**config.mk**
```make
export PLATFORM = sky130hd
export DESIGN_NAME = fetch_stage_flat
export DESIGN_NICKNAME = d
export VERILOG_FILES = /design/src/rtl/fetch_stage_if.sv /design/src/rtl/fetch_stage.sv /design/src/flat_wrapper.sv
export SDC_FILE = /design/constraint.sdc
export NUM_CORES = 1
export LEC_CHECK = 0
export CAP_MARGIN = 20
export CORE_MARGIN = 8
export CORE_UTILIZATION = 25
export CTS_CLUSTER_DIAMETER = 40
export CTS_CLUSTER_SIZE = 25
export DETAILED_ROUTE_END_ITERATION = 10
export GPL_ROUTABILITY_DRIVEN = 0
export PLACE_DENSITY_LB_ADDON = 0.05
export SYNTH_ARGS = -nofsm -noshare
export SYNTH_HDL_FRONTEND = slang
export SYNTH_SLANG_ARGS = --single-unit
```
**constraint.sdc**
```tcl
create_clock -name clk -period 2.41 [get_ports clk]
set_clock_uncertainty 0.1 [all_clocks]
set_input_delay 0.6025 -clock clk [delete_from_list [all_inputs] [get_ports clk]]
set_output_delay 0.6025 -clock clk [all_outputs]
set_load 0.02 [all_outputs]
```
**src/rtl/fetch_stage_if.sv**
```systemverilog
// fetch_stage_if: instruction-memory port, pipeline controls and IF/ID outputs of the fetch stage.
interface fetch_stage_if #(
    parameter int XLEN = 32,
    parameter int AW   = 8
);
    logic [AW-1:0]   imem_read_address;
    logic [XLEN-1:0] imem_data;
    logic            stall;
    logic            flush;
    logic            redirect_valid;
    logic [XLEN-1:0] redirect_pc;
    logic            halt_req;
    logic [XLEN-1:0] pc;
    logic            if_id_valid;
    logic [XLEN-1:0] if_id_pc;
    logic [XLEN-1:0] if_id_pc_plus4;
    logic [XLEN-1:0] if_id_instr;
    logic            halted;
    modport master (
        output imem_read_address, pc, if_id_valid, if_id_pc, if_id_pc_plus4, if_id_instr, halted,
        input  imem_data, stall, flush, redirect_valid, redirect_pc, halt_req
    );
    modport slave (
        input  imem_read_address, pc, if_id_valid, if_id_pc, if_id_pc_plus4, if_id_instr, halted,
        output imem_data, stall, flush, redirect_valid, redirect_pc, halt_req
    );
endinterface

```
**src/rtl/fetch_stage.sv**
```systemverilog
// fetch_stage: PC sequencing with BOOT/RUN/HALTED control and the IF/ID pipeline register.
module fetch_stage #(
    parameter int              XLEN       = 32,
    parameter int              IMEM_DEPTH = 256,
    parameter logic [XLEN-1:0] RESET_PC   = '0
) (
    input logic           clk,
    input logic           rstn,
    fetch_stage_if.master bus
);
    localparam int AW = $clog2(IMEM_DEPTH);
    localparam logic [XLEN-1:0] NOP = XLEN'(32'h0000_0013);
    typedef enum logic [1:0] {BOOT, RUN, HALTED} state_t;
    state_t          state_q, state_d;
    logic [XLEN-1:0] pc_q, pc_d;
    logic [XLEN-1:0] if_pc_q, if_pc_d, if_pc4_q, if_pc4_d, if_instr_q, if_instr_d;
    logic            if_valid_q, if_valid_d, halted_q, halted_d;
    logic            run, bubble, capture;
    always_comb begin
        run        = state_q == RUN;
        state_d    = state_q == BOOT ? RUN
                   : (run && bus.halt_req && !bus.redirect_valid) ? HALTED
                   : (state_q == HALTED && bus.redirect_valid) ? RUN
                   : state_q;
        halted_d   = state_d == HALTED;
        pc_d       = bus.redirect_valid ? (bus.redirect_pc & ~XLEN'(3))
                   : (bus.stall || !run) ? pc_q
                   : pc_q + XLEN'(4);
        // a redirect squashes the wrong-path word fetched this cycle
        bubble     = bus.flush || bus.redirect_valid || (!bus.stall && !run);
        capture    = !bubble && !bus.stall;
        if_valid_d = bubble ? 1'b0 : capture ? 1'b1 : if_valid_q;
        if_instr_d = bubble ? NOP : capture ? bus.imem_data : if_instr_q;
        if_pc_d    = capture ? pc_q : if_pc_q;
        if_pc4_d   = capture ? pc_q + XLEN'(4) : if_pc4_q;
    end
    always_ff @(posedge clk or negedge rstn) begin
        if (!rstn) begin
            state_q    <= BOOT;
            pc_q       <= RESET_PC;
            if_valid_q <= 1'b0;
            if_instr_q <= NOP;
            if_pc_q    <= '0;
            if_pc4_q   <= '0;
            halted_q   <= 1'b0;
        end else begin
            state_q    <= state_d;
            pc_q       <= pc_d;
            if_valid_q <= if_valid_d;
            if_instr_q <= if_instr_d;
            if_pc_q    <= if_pc_d;
            if_pc4_q   <= if_pc4_d;
            halted_q   <= halted_d;
        end
    end
    assign bus.imem_read_address = pc_q[AW+1:2];
    assign bus.pc                = pc_q;
    assign bus.if_id_valid       = if_valid_q;
    assign bus.if_id_pc          = if_pc_q;
    assign bus.if_id_pc_plus4    = if_pc4_q;
    assign bus.if_id_instr       = if_instr_q;
    assign bus.halted            = halted_q;
endmodule

```
**src/flat_wrapper.sv**
```systemverilog
// flat-port wrapper written by rule: the top's interface ports become plain ports
module fetch_stage_flat 
#(
    parameter int              XLEN       = 32,
    parameter int              IMEM_DEPTH = 256,
    parameter logic [XLEN-1:0] RESET_PC   = '0
)
  (clk, rstn, bus_imem_read_address, bus_pc, bus_if_id_valid, bus_if_id_pc, bus_if_id_pc_plus4, bus_if_id_instr, bus_halted, bus_imem_data, bus_stall, bus_flush, bus_redirect_valid, bus_redirect_pc, bus_halt_req);
  fetch_stage_if #(.XLEN(XLEN), .AW(8)) bus_i ();
  input logic clk;
  input logic rstn;
  output wire logic [$bits(bus_i.imem_read_address)-1:0] bus_imem_read_address;
  output wire logic [$bits(bus_i.pc)-1:0] bus_pc;
  output wire logic [$bits(bus_i.if_id_valid)-1:0] bus_if_id_valid;
  output wire logic [$bits(bus_i.if_id_pc)-1:0] bus_if_id_pc;
  output wire logic [$bits(bus_i.if_id_pc_plus4)-1:0] bus_if_id_pc_plus4;
  output wire logic [$bits(bus_i.if_id_instr)-1:0] bus_if_id_instr;
  output wire logic [$bits(bus_i.halted)-1:0] bus_halted;
  input wire logic [$bits(bus_i.imem_data)-1:0] bus_imem_data;
  input wire logic [$bits(bus_i.stall)-1:0] bus_stall;
  input wire logic [$bits(bus_i.flush)-1:0] bus_flush;
  input wire logic [$bits(bus_i.redirect_valid)-1:0] bus_redirect_valid;
  input wire logic [$bits(bus_i.redirect_pc)-1:0] bus_redirect_pc;
  input wire logic [$bits(bus_i.halt_req)-1:0] bus_halt_req;
  assign bus_imem_read_address = bus_i.imem_read_address;
  assign bus_pc = bus_i.pc;
  assign bus_if_id_valid = bus_i.if_id_valid;
  assign bus_if_id_pc = bus_i.if_id_pc;
  assign bus_if_id_pc_plus4 = bus_i.if_id_pc_plus4;
  assign bus_if_id_instr = bus_i.if_id_instr;
  assign bus_halted = bus_i.halted;
  assign bus_i.imem_data = bus_imem_data;
  assign bus_i.stall = bus_stall;
  assign bus_i.flush = bus_flush;
  assign bus_i.redirect_valid = bus_redirect_valid;
  assign bus_i.redirect_pc = bus_redirect_pc;
  assign bus_i.halt_req = bus_halt_req;
  fetch_stage #(.XLEN(XLEN), .IMEM_DEPTH(IMEM_DEPTH), .RESET_PC(RESET_PC)) u_core (.clk(clk), .rstn(rstn), .bus(bus_i));
endmodule
```
==> impl_metrics.yaml <==
run_status:
  status: "finished clean"
synthesis:
  synth_most_common_cell: "nand2_1"
  yosysWarnings: 0
  syn_area_mm2: 0.00586
  synth.ff_latch_count: 126
  synth_common_cells: "167 x nand2_1, 123 x dfrtp_1, 44 x xor2_1"
  ys_types: 43
  avgSynthCellArea_um2: 9.90
  yosysTopAreaCell: "dfrtp_1"
  synthFlopType: "dfrtp_1"
  synth_enable_flop_cells: 0
  async_flop_share_pct: 100
  synth_cells: 592
  synth.top_cell.area_share_pct: 52.5
  synthTopCellsByArea: "dfrtp_1 53%, nand2_1 11%, xor2_1 6.6%"
  seq_area_frac_synth_pct: 53.9
cts:
  tritoncts: "built"
  cts_root_buf: "clkbuf_16"
  cts_max_level: 4
  cts_made_buffers: 17
  cts.sinks: 126
  clk_pin_slew_worst_paths_ns: 0.06
  cts_setup_buffers: 0
  insertion_delay_ns: 0.42
  cts-root-to-sink-buffers: 2
die:
  start_util_pct: 25.2
  placementRows: 56
  die_y_um: 169
  die_x_um: 169
  core_area_mm2: 0.0233
  die-area_mm2: 0.0286
  pin_count: 208
power_and_ir_drop:
  p_leak_nw: 3.77
  vdd_ir_drop_max_v: 0.000369
  p_total_mw: 5.96
  p_per_area_mw_per_mm2: 671
cells_and_area:
  antenna_cells: 0
  n_fill_cell: 2319
  drive_gt1_share_pct: 11.7
  post-route-util_pct: 38.2
  layoutNonFillerInstCount: 1121
  nNetsFinal: 860
  area_growth_pct: 51.5
worst_setup_path:
  critPathTopFamily: "buffers and inverters"
  crit_required_ns: 1.71
  max_stage_delay_ns: 0.69
  critical_path.startpoint_type: "flop"
  cp_slowest_cell: "clkdlybuf4s50_1"
  cp-startpoint: "u_core.bus.pc[16]$_DFFE_PN0P_"
  critPathMaxFanout: 9
  cp.depth: 1
  worst-path-buf-inv: 1
  crit_chain: "clkdlybuf4s50_1"
  r2r_cells: 6
  critPathCaptureType: "output port"
  cp_data_arrival_time_ns: 1.65
  r2r_start: "u_core.bus.pc[3]$_DFFE_PN0P_"
  worstSetupPathType: "flop to output port"
global_routing:
  grt_first_pass_wirelength_mm: 31.3
  antenna_found_initial: 1
  overflow: 0
  grt.total_usage_pct: 14.0
  grt_max_degree: 65
  grt_pass1_vias: 5420
sta:
  hold_violations: 0
  tightest_slew_ns: 0.547
  finalCritPeriodShare_pct: 97.8
  holdWs_ns: 0.0457
  relSlewSlack_pct: 63.5
  rsz0062_at_grt: "no"
  min_period_ns: 2.36
  setup_viol: 0
  setup_ws_ns: 0.0533
  fmax_ghz: 0.424
  drv_slew: 0
placed_design:
  dp_cells: 1089
  dp.final_hpwl_mm: 14.3
  io_buffers: 199
  place_ws_ns: -0.0845
drt:
  drc: 0
  avgRoutedWirePerCell_um: 17.3
  first_pass_iters: 5
  via_per_inst: 4.37
  drt_wl_total_mm: 19.4
  drt_iter0_markers: 224
  num_vias: 4897
  drt.antenna.violating_nets: 0
hold_path:
  hold_class: "primary input to async pin"
flow_run:
  max_cap_viol_count: 0
[layout by cell type (no fill, tap or decap), types with 3 or more instances in the layout]
cell type | synthesis | routed
dfrtp_2 | 0 | 4
clkbuf_16 | 0 | 17
o21ai_0 | 35 | 35
conb_1 | 1 | 6
clkinv_4 | 0 | 4
clkinvlp_4 | 0 | 4
o21ai_1 | 23 | 23
a22o_1 | 29 | 29
o22a_1 | 3 | 3
dfrtp_1 | 123 | 119
nand4_1 | 21 | 21
and3_1 | 3 | 3
nand2_4 | 2 | 3
o21ai_2 | 3 | 3
nor3_4 | 2 | 3
dfstp_2 | 3 | 3
nor2_1 | 9 | 9
and4_1 | 4 | 4
xnor2_1 | 13 | 13
xor2_1 | 44 | 44
nand2_1 | 167 | 166
and2_1 | 5 | 5
buf_12 | 0 | 7
nand3_1 | 16 | 16
buf_4 | 15 | 24
clkdlybuf4s50_1 | 0 | 197
nor3_1 | 4 | 4
[metrics by stage]
stage                     TNS (ns)  cell area [µm²]
after detailed placement    -0.375             8300
final                            0             8880
after global routing             0             8880
after floorplan                  0             5880
after CTS                        0             8870
after global placement      -0.229             8300
[flip-flops by register name, summed over array words and instances (netlist names)]
name and count:
u_core.bus.halted 1, u_core.state_q 2, u_core.bus.if_id_valid 1, u_core.bus.if_id_pc_plus4 30, u_core.bus.if_id_instr 32, u_core.bus.if_id_pc 30, u_core.bus.pc 30
[metal layers]
| metal | GRT usage, % | vias to the layer above | wire [µm] |
|---|---|---|---|
| met1 | 17.2 | 2380 | 8370 |
| met2 | 22.6 | 139 | 9130 |
| met3 | 5.52 | 15 | 1730 |
| met5 | 0 | - | 13 |
| li1 | - | 2361 | - |
| met4 | 4.08 | 2 | 195 |
[area by class of cell]
class	count	area, µm²	share of cell area [%]
well taps	319	399	4.50
flip-flops and latches	126	3160	35.6
inverters	2	7.51	0.0846
repair buffers	230	2310	26.0
clock buffers	20	457	5.14
clock inverters	12	114	1.28
multi-input cells	412	2430	27.4
[final timing paths]
kind | endpoint | slack [ns]
worst max-delay path | bus_pc[16] | 0.05
worst min-delay path | u_core.bus.if_id_pc[11]$_DFFE_PN0P_ | 0.05
worst max register to register | u_core.bus.if_id_pc_plus4[16]$_DFFE_PN0P_ | 0.35
worst min register to register | u_core.bus.if_id_pc[25]$_DFFE_PN0P_ | 0.37
max in group asynchronous | u_core.bus.pc[23]$_DFFE_PN0P_ | 1.51
min in group clk | u_core.bus.if_id_valid$_DFFE_PN0P_ | 0.34
[timing repair]
action / 4_1_cts / 5_1_grt
hold buffers: 0 / 0
resized for setup: 2 / 2
setup endpoints to repair: 3 / 2
[power by group]
part,internal (mW),switching [mW],total [mW]
registers,2.27,0.160,2.43
clock network,1.48,1.02,2.50
logic,0.501,0.526,1.03
total,4.25,1.71,5.96
[cells by family (layout without fill, tap and decap cells)]
family,after synthesis,after routing,synth area share (%)
muxes,1,1,0.171
AOI/OAI and AO/OA,95,95,10.4
other,1,6,0.0640
and+or+nand+nor,252,252,21.5
xor gates and xnor gates,57,57,8.52
DFF,126,126,53.9
buffers and inverters,59,264,5.30
adders and majority gates,1,1,0.214
No activity file was read; power rests on OpenSTA's default activity.
